--- src/rtl/compare_request_scheduler.sv ---
// rtl/compare_request_scheduler.sv - round-robin sharing of one magnitude comparator among NUM_REQ requesters
module compare_request_scheduler #(
   parameter int WIDTH   = 4,
   parameter int NUM_REQ = 4,
   localparam int IDW    = $clog2(NUM_REQ)
) (
   input  logic                       clk,
   input  logic                       rst,
   input  logic [NUM_REQ-1:0]         req_valid,
   input  logic [NUM_REQ*WIDTH-1:0]   req_a,
   input  logic [NUM_REQ*WIDTH-1:0]   req_b,
   input  logic [NUM_REQ*2-1:0]       req_mode,
   output logic [NUM_REQ-1:0]         req_ready,
   output logic [WIDTH-1:0]           cmp_a,
   output logic [WIDTH-1:0]           cmp_b,
   output logic                       cmp_is_equal,
   output logic                       cmp_is_greater,
   output logic                       cmp_is_less,
   input  logic                       cmp_equal,
   input  logic                       cmp_a_greater,
   input  logic                       cmp_a_less,
   output logic                       rsp_valid,
   input  logic                       rsp_ready,
   output logic [IDW-1:0]             rsp_id,
   output logic                       rsp_result,
   output logic [2:0]                 rsp_flags,
   output logic                       busy
);

   typedef enum logic [1:0] {
      IDLE    = 2'd0,
      ISSUE   = 2'd1,
      RESPOND = 2'd2
   } state_t;

   localparam logic [1:0] MODE_EQ = 2'b00;
   localparam logic [1:0] MODE_GT = 2'b01;
   localparam logic [1:0] MODE_LT = 2'b10;

   state_t           state;
   logic [IDW-1:0]   rr_ptr;
   logic [1:0]       lat_mode;
   logic [IDW-1:0]   lat_id;

   logic [WIDTH-1:0] a_arr    [NUM_REQ];
   logic [WIDTH-1:0] b_arr    [NUM_REQ];
   logic [1:0]       mode_arr [NUM_REQ];

   logic             grant_found;
   logic [IDW-1:0]   grant_idx;
   logic [IDW:0]     cand_sum;
   logic [IDW-1:0]   cand_idx;

   for (genvar i = 0; i < NUM_REQ; i++) begin : g_unpack
      assign a_arr[i]    = req_a[i*WIDTH +: WIDTH];
      assign b_arr[i]    = req_b[i*WIDTH +: WIDTH];
      assign mode_arr[i] = req_mode[i*2 +: 2];
   end

   // Search starts one past the last winner so every active requester gets a turn.
   always_comb begin
      grant_found = 1'b0;
      grant_idx   = '0;
      cand_sum    = '0;
      cand_idx    = '0;
      for (int k = 1; k <= NUM_REQ; k++) begin
         cand_sum = {1'b0, rr_ptr} + (IDW+1)'(k);
         if (cand_sum >= (IDW+1)'(NUM_REQ)) begin
            cand_sum = cand_sum - (IDW+1)'(NUM_REQ);
         end
         cand_idx = cand_sum[IDW-1:0];
         if (!grant_found && req_valid[cand_idx]) begin
            grant_found = 1'b1;
            grant_idx   = cand_idx;
         end
      end
   end

   always_comb begin
      req_ready = '0;
      if (!rst && state == IDLE && grant_found) begin
         req_ready[grant_idx] = 1'b1;
      end
   end

   assign busy = (state != IDLE);

   always_ff @(posedge clk or posedge rst) begin
      if (rst) begin
         state          <= IDLE;
         rr_ptr         <= IDW'(NUM_REQ-1);
         lat_mode       <= '0;
         lat_id         <= '0;
         cmp_a          <= '0;
         cmp_b          <= '0;
         cmp_is_equal   <= 1'b0;
         cmp_is_greater <= 1'b0;
         cmp_is_less    <= 1'b0;
         rsp_valid      <= 1'b0;
         rsp_id         <= '0;
         rsp_result     <= 1'b0;
         rsp_flags      <= '0;
      end else begin
         case (state)
            IDLE: begin
               if (grant_found) begin
                  cmp_a          <= a_arr[grant_idx];
                  cmp_b          <= b_arr[grant_idx];
                  lat_mode       <= mode_arr[grant_idx];
                  lat_id         <= grant_idx;
                  cmp_is_equal   <= (mode_arr[grant_idx] == MODE_EQ);
                  cmp_is_greater <= (mode_arr[grant_idx] == MODE_GT);
                  cmp_is_less    <= (mode_arr[grant_idx] == MODE_LT);
                  rr_ptr         <= grant_idx;
                  state          <= ISSUE;
               end
            end
            ISSUE: begin
               cmp_is_equal   <= 1'b0;
               cmp_is_greater <= 1'b0;
               cmp_is_less    <= 1'b0;
               rsp_flags      <= {cmp_a_less, cmp_a_greater, cmp_equal};
               rsp_id         <= lat_id;
               rsp_valid      <= 1'b1;
               case (lat_mode)
                  MODE_EQ: rsp_result <= cmp_equal;
                  MODE_GT: rsp_result <= cmp_a_greater;
                  MODE_LT: rsp_result <= cmp_a_less;
                  default: rsp_result <= 1'b0;
               endcase
               state <= RESPOND;
            end
            RESPOND: begin
               if (rsp_ready) begin
                  rsp_valid <= 1'b0;
                  state     <= IDLE;
               end
            end
            default: begin
               state <= IDLE;
            end
         endcase
      end
   end

endmodule

--- config.mk ---
export PLATFORM = sky130hd
export DESIGN_NAME = compare_request_scheduler
export DESIGN_NICKNAME = d
export VERILOG_FILES = /design/src/rtl/compare_request_scheduler.sv
export SDC_FILE = /design/constraint.sdc
export NUM_CORES = 1
export LEC_CHECK = 0
export CORE_MARGIN = 4
export CORE_UTILIZATION = 37
export DETAILED_ROUTE_END_ITERATION = 12
export PLACE_DENSITY = 0.74
export SLEW_MARGIN = 20
export SYNTH_ARGS = -nofsm -noshare
export SYNTH_HDL_FRONTEND = slang
export SYNTH_SLANG_ARGS = --single-unit
--- constraint.sdc ---
create_clock -name clk -period 2.2 [get_ports clk]
set_clock_uncertainty 0.2 [all_clocks]
set_input_delay 0.22 -clock clk [delete_from_list [all_inputs] [get_ports clk]]
set_output_delay 0.22 -clock clk [all_outputs]
set_load 0.02 [all_outputs]
==> results.md, run 1 <==
* Status: finished with violations
* Failing checks: setup timing
* Gp weighted congestion at 0.7768
* Net Sw Power at between 1 and 1.5 mW
* Mapped cell area at roughly 0.0015 mm2
* DRC at 0
* Die H at roughly 72 um
* First-pass GRT wire length at ~7500 um
* Fill cell count at roughly 290
* H-tree levels at 1
* Commonest non-fill, non-tap cells in the layout: clkdlybuf4s50_1, buf_4, dfrtp_1
* Synth Instances at 143
* Main synth FF type: dfrtp_1
* Hold WS at approximately 0.28 ns
* Setup Crit Path Kind: input port to primary output
* Final worst-path cycle share at 104.1%
* Max Freq at approximately 0.44 GHz
* Sequential fraction of the synthesis area at between 40% and 50%
* RSZ-0062 raised after global routing: true
* DRT Pass-1 Iters at 4
* Worst EP required at between 1.5 and 2 ns
* Tmin final at 2.290 ns
* Startpoint type of the worst setup path: input port
* Reg power frac at ~26%
* Dpl ws at -0.5183 ns
* Share of cells above drive strength 1 at 29.34%
* WL per Instance at between 15 and 20 um
* CTS Buf Count at 3
* Slew @ Worst Pin at a little under 0.5 ns
* Final antenna-violating net count at 0
* Clock share of power at 7.5%
* CTS root buffer: clkbuf_8
* Synthesis-to-layout area growth at 75.20%
* Clock Sinks at 26
* Port buffer count at a little over 70
* Tot GR Track Use at about 18%
* Initial antenna violation count at 0
* Final worst setup slack at -0.09015 ns
* Async SR Flop Fraction at 100.0%
* Clock tree from TritonCTS: built
* Pleak at roughly 1.2 nW
* R2R Setup Slk at -0.08 ns
* Row count at 23
* Final Routed Wirelength at 4518 um
* Total Die Area at about 0.0053 mm2
* Via-per-instance ratio at slightly above 5
* Maxcap violations at 0
* Switching share of power at 40.47%
* Worst-Skew Late Latency at between 0.2 and 0.3 ns
* Worst rel slew slack at 66.69%
* Synth Warn # at 0
* Final setup violation count at 9
* Comb pwr share at ~67%
* DR vias at 1518
* Tightest Hold Check Type: register to register
* Total internal power at a little over 2 mW
* EDFF count, synth at 0
* Syn Area/Cell at approximately 11 um2
* Worst EP arrival at ~1.9 ns
* VDD IR-drop max at 0.7372 mV
* DR iter-0 viols at 34
* Power per cell area at ~1300 mW/mm2
* Reg clk slew, reported paths at around 0.08 ns
* CTS max path bufs at 2
* Core area at around 0.004 mm2
* Pin count of the biggest net entering global routing at 27
* Mapped Nets at approximately 190
* CP Capture Type: primary output
* Die width at 72.50 um
* Max Slew Vio Count at 0
* Antenna cells at 0
* Crit path max fanout at 5
* Final hold vios at 0
* Starting Density at about two fifths
* Commonest non-fill, non-tap cell in the layout: clkdlybuf4s50_1
* Yosys cell types at between 40 and 50
* Total power at around 3.4 mW
* Total gr overflow at 0
* Detailed Place HPWL at 3589 um
* Num ports at 73
* Vias in the first global route at between 1500 and 2000
* FF+latch count, synth at 26
* NumNets Final at a little under 300
-- area by class of cell --
| class | instances | area [um2] | share of cell area (%) |
|---|---|---|---|
| Timing Repair Buffer | 101 | 952.2 | 35.31 |
| Inverter | 5 | 18.77 | 0.6961 |
| Sequential cell | 26 | 653.1 | 24.22 |
| Clock buffer | 3 | 41.29 | 1.531 |
| Tap cell | 50 | 62.56 | 2.320 |
| Multi-Input combinational cell | 107 | 968.4 | 35.92 |
-- cells in the mapped netlist (2+ instances only) --
cell / n / share of area [%]
dfstp_2: 2 / 3.4
o221ai_1: 9 / 5.1
o21ai_0: 3 / 0.98
dfrtp_1: 24 / 39
nand2b_1: 2 / 0.81
a2111oi_0: 2 / 1.1
a21boi_0: 2 / 0.98
mux2i_1: 22 / 14
nand3_1: 2 / 0.65
or2_2: 2 / 0.81
nand2_2: 2 / 0.81
clkbuf_1: 2 / 0.49
o311ai_2: 2 / 2.1
nor4b_1: 2 / 1.1
nor3_1: 4 / 1.3
nor2_1: 3 / 0.73
mux2_2: 8 / 5.9
inv_1: 5 / 1.2
nor4_1: 3 / 1.2
nand2_1: 21 / 5.1
-- sequential cells by signal, indices dropped and copies added, names as in the netlist --
register	cells
rsp_flags	3
cmp_is_greater	1
state	2
rsp_valid	1
lat_id	2
rr_ptr	2
rsp_result	1
rsp_id	2
cmp_a	4
lat_mode	2
cmp_is_equal	1
cmp_b	4
cmp_is_less	1
-- final timing paths --
kind                            depth (start not counted)           end          from
worst max-delay path                                    7  req_ready[3]  req_valid[1]
worst min-delay path                                    2     lat_id[1]     lat_id[1]
worst max register to register                          6  cmp_is_equal     rr_ptr[1]
worst min register to register                          2     lat_id[1]     lat_id[1]
max in group asynchronous                               3     rr_ptr[1]           rst
min in group asynchronous                               3      state[0]           rst
-- kinds of logic after synthesis --
| group | synth area share (%) |
|---|---|
| AOI/OAI and AO/OA | 17.97 |
| and+or+nand+nor | 15.69 |
| DFF | 42.44 |
| muxes | 20.16 |
| buffers and inverters | 3.739 |
-- worst max-delay path, cell delays in order --
cell and delay [ns]:
clkdlybuf4s50_1 0.61, nor2b_1 0.28, a22oi_2 0.14, and2_4 0.19
buf_4 0.14, nor3_4 0.16, buf_6 0.14
-- per-stage QoR --
stage | util [%] | cells | instance area [um2] | setup TNS, ns
global route | 67.41 | 292 | 2696 | -1.235
floorplan | - | 143 | 1555 | -0.1899
finish | 67.41 | 292 | 2696 | -0.3894
detailed placement | 61.81 | 283 | 2472 | -4.452
CTS | 65.34 | 291 | 2614 | -0.5684
global placement | 61.81 | 283 | 2472 | -3.640
-- routing by layer --
metal	up-vias	GRT usage (%)	part of all wire [%]
met5	-	0	0
met4	0	5.123	1.9
met3	8	2.909	5.3
met2	46	31.14	52
met1	728	21.80	41
li1	736	-	-
-- timing repair --
action	in CTS	in global routing
endpoints found under the setup margin	9	19
hold buffers	0	0
gates resized for setup	39	13
endpoints found under the hold margin	0	0
pin swaps	8	5
setup buffers	5	1
-- power by group through the flow --
| stage | clock [mW] | combinational (mW) | sequential [mW] |
|---|---|---|---|
| after floorplan | 0 | 0.948 | 1.04 |
| after global placement | 0 | 1.96 | 0.856 |
| after detailed placement | 0 | 2.01 | 0.870 |
| after CTS | 0.262 | 2.16 | 0.866 |
| after global routing | 0.280 | 2.43 | 0.897 |
| final | 0.253 | 2.27 | 0.870 |
(Power assumes the default switching activity.)
==> run 2, diff against run 1 <==
--- a/config.mk
+++ b/config.mk
@@ -5,7 +5,7 @@
 export SDC_FILE = /design/constraint.sdc
 export NUM_CORES = 1
 export LEC_CHECK = 0
-export CORE_MARGIN = 4
+export CORE_MARGIN = 2
 export CORE_UTILIZATION = 37
 export DETAILED_ROUTE_END_ITERATION = 12
 export PLACE_DENSITY = 0.74
==> results.md, run 2 (same netlist as run 1, synthesis figures left out) <==
* Tmin final at about 2.4 ns
* Num ports at 73
* Failing checks: setup timing
* H-tree levels at 1
* WL per Instance at 17.00 um
* Placed cells at 282
* Comb pwr share at between 60 and 70%
* Reg clk slew, reported paths at about 0.090 ns
* Max Slew Vio Count at 0
* Final setup violation count at 9
* Status: finished with violations
* Worst rel slew slack at between 60 and 70%
* Fin area at about 0.0028 mm2
* Reg area at between 600 and 700 um2
* DRC at 0
* Power per cell area at roughly 1300 mW/mm2
* Setup TNS at -0.6606 ns
* Final worst-path cycle share at 107.1%
* Reg power frac at 23.3%
* CTS max path bufs at 2
* Crit path max fanout at 5
* CP Capture Type: register
* Slew @ Worst Pin at around 0.53 ns
* Final worst setup slack at -0.1552 ns
* Setup Crit Path Kind: input port to register
* Clock share of power at 7.5%
* Total gr overflow at 0
* Detailed Place HPWL at 3543 um
* Final hold vios at 0
* Total Die Area at ~0.0047 mm2
* Worst EP required at ~2.2 ns
* Footprint of the multi-input gates at 0.001051 mm2
* Commonest non-fill, non-tap cell in the layout: clkdlybuf4s50_1
* Row count at 23
* Pleak at between 1 and 1.5 nW
* Starting Density at around 38%
* Clock Sinks at 26
* Net Sw Power at around 1.5 mW
* Core area at around 0.0040 mm2
* Worst EP arrival at about 2.3 ns
* Pin count of the biggest net entering global routing at 27
* Synthesis-to-layout area growth at 84.63%
* Worst-Skew Late Latency at roughly 0.27 ns
* Gp weighted congestion at 0.8719
* Final antenna-violating net count at 0
* Area of placed instances at ~0.0025 mm2
* DRT Pass-1 Iters at 4
* RSZ-0062 raised after global routing: true
* VDD IR-drop max at 0.8520 mV
* Startpoint type of the worst setup path: input port
* Share of cells above drive strength 1 at between 30 and 40%
* Commonest non-fill, non-tap cells in the layout: clkdlybuf4s50_1, buf_4, dfrtp_1
* Max Freq at around 0.42 GHz
* Regs by FF count: cmp_a (4), cmp_b (4), rsp_flags (3)
* CTS root buffer: clkbuf_8
* Hold Buf Count CTS at 0
* Initial antenna violation count at 0
* Tot GR Track Use at between 20% and 30%
* DR vias at ~1600
* Vias in the first global route at 1680
* First-pass GRT wire length at 7734 um
* Switching share of power at around 40%
* Fill cell count at around 260
* Tightest Hold Check Type: register to register
* Final Routed Wirelength at between 5000 and 6000 um
* Clock tree from TritonCTS: built
* Total internal power at 2.177 mW
* Die H at about 70 um
* NumNets Final at between 200 and 300
* DR iter-0 viols at 36
* Port buffer count at 72
* Post-route insts no fill at approximately 300
* Antenna cells at 0
* CTS Buf Count at 3
* Maxcap violations at 0
* Dpl ws at -0.5135 ns
* Via-per-instance ratio at 5.322
* Die width at slightly below 70 um
==> run 2: cell count changes in the layout (fill, tap and decap cells not counted), sizes merged <==
cell           previous run  this run
dlymetal6s2s              0         1
buf                      33        38
clkbuf                    3         4
clkdlybuf4s50            68        67
==> run 2: worst paths after layout <==
path / from / end / slack, ns / depth (start not counted)
max in group asynchronous: rst / rr_ptr[1] / 1.15 / 3
min in group asynchronous: rst / rsp_flags[1] / 0.36 / 3
worst min register to register: lat_id[1] / lat_id[1] / 0.28 / 2
worst max-delay path: req_valid[1] / cmp_is_less / -0.16 / 9
worst min-delay path: lat_id[1] / lat_id[1] / 0.28 / 2
worst max register to register: rr_ptr[1] / cmp_is_equal / -0.09 / 6
==> run 2: area by class of cell <==
class / instances / share of cell area (%)
Inverter: 5 / 0.6605
Sequential cell: 26 / 22.99
Timing Repair Buffer: 106 / 35.58
Tap cell: 50 / 2.202
Multi-Input combinational cell: 107 / 36.99
Clock buffer: 4 / 1.585
==> run 2: metal layers <==
metal  vias up  routed length [um]  track usage [%]
met5         -                   0                0
met4         0                  90            8.750
met3         9                 297            4.221
met2        54                2854            41.95
met1       769                1825            25.49
li1        754                   -                -
==> run 2: worst max-delay path, cell delays in order <==
cell             delay [ns]
clkdlybuf4s50_1        0.61
nor2b_1                0.27
a22oi_2                0.14
buf_4                  0.15
buf_4                  0.12
buf_4                  0.13
a2111oi_1              0.49
a211oi_1               0.11
o31ai_1                0.09
==> run 2: power groups by stage <==
stage               clock (mW)  sequential (mW)  combinational (mW)
detailed placement           0            0.864                2.00
finish                   0.278            0.862                2.56
CTS                      0.282            0.860                2.27
global placement             0            0.855                1.94
global route             0.307            0.888                2.74
floorplan                    0             1.04               0.948
==> run 2: timing repair <==
action / CTS / global route
buffers inserted: 9 / 3
resized for setup: 49 / 26
cloned: 0 / 0
pin swaps: 11 / 9
endpoints found under the setup margin: 13 / 19
==> run 2: stage by stage <==
| stage | util, % | total power, mW | hold WS, ns |
|---|---|---|---|
| 2_1_floorplan | - | 1.991 | 0.05854 |
| 3_3_place_gp | 61.62 | 2.795 | 0.2568 |
| 3_5_place_dp | 61.62 | 2.869 | 0.2687 |
| 4_1_cts | 67.00 | 3.408 | 0.2887 |
| 5_1_grt | 71.04 | 3.931 | 0.3315 |
| 6_report | 71.04 | 3.702 | 0.2838 |
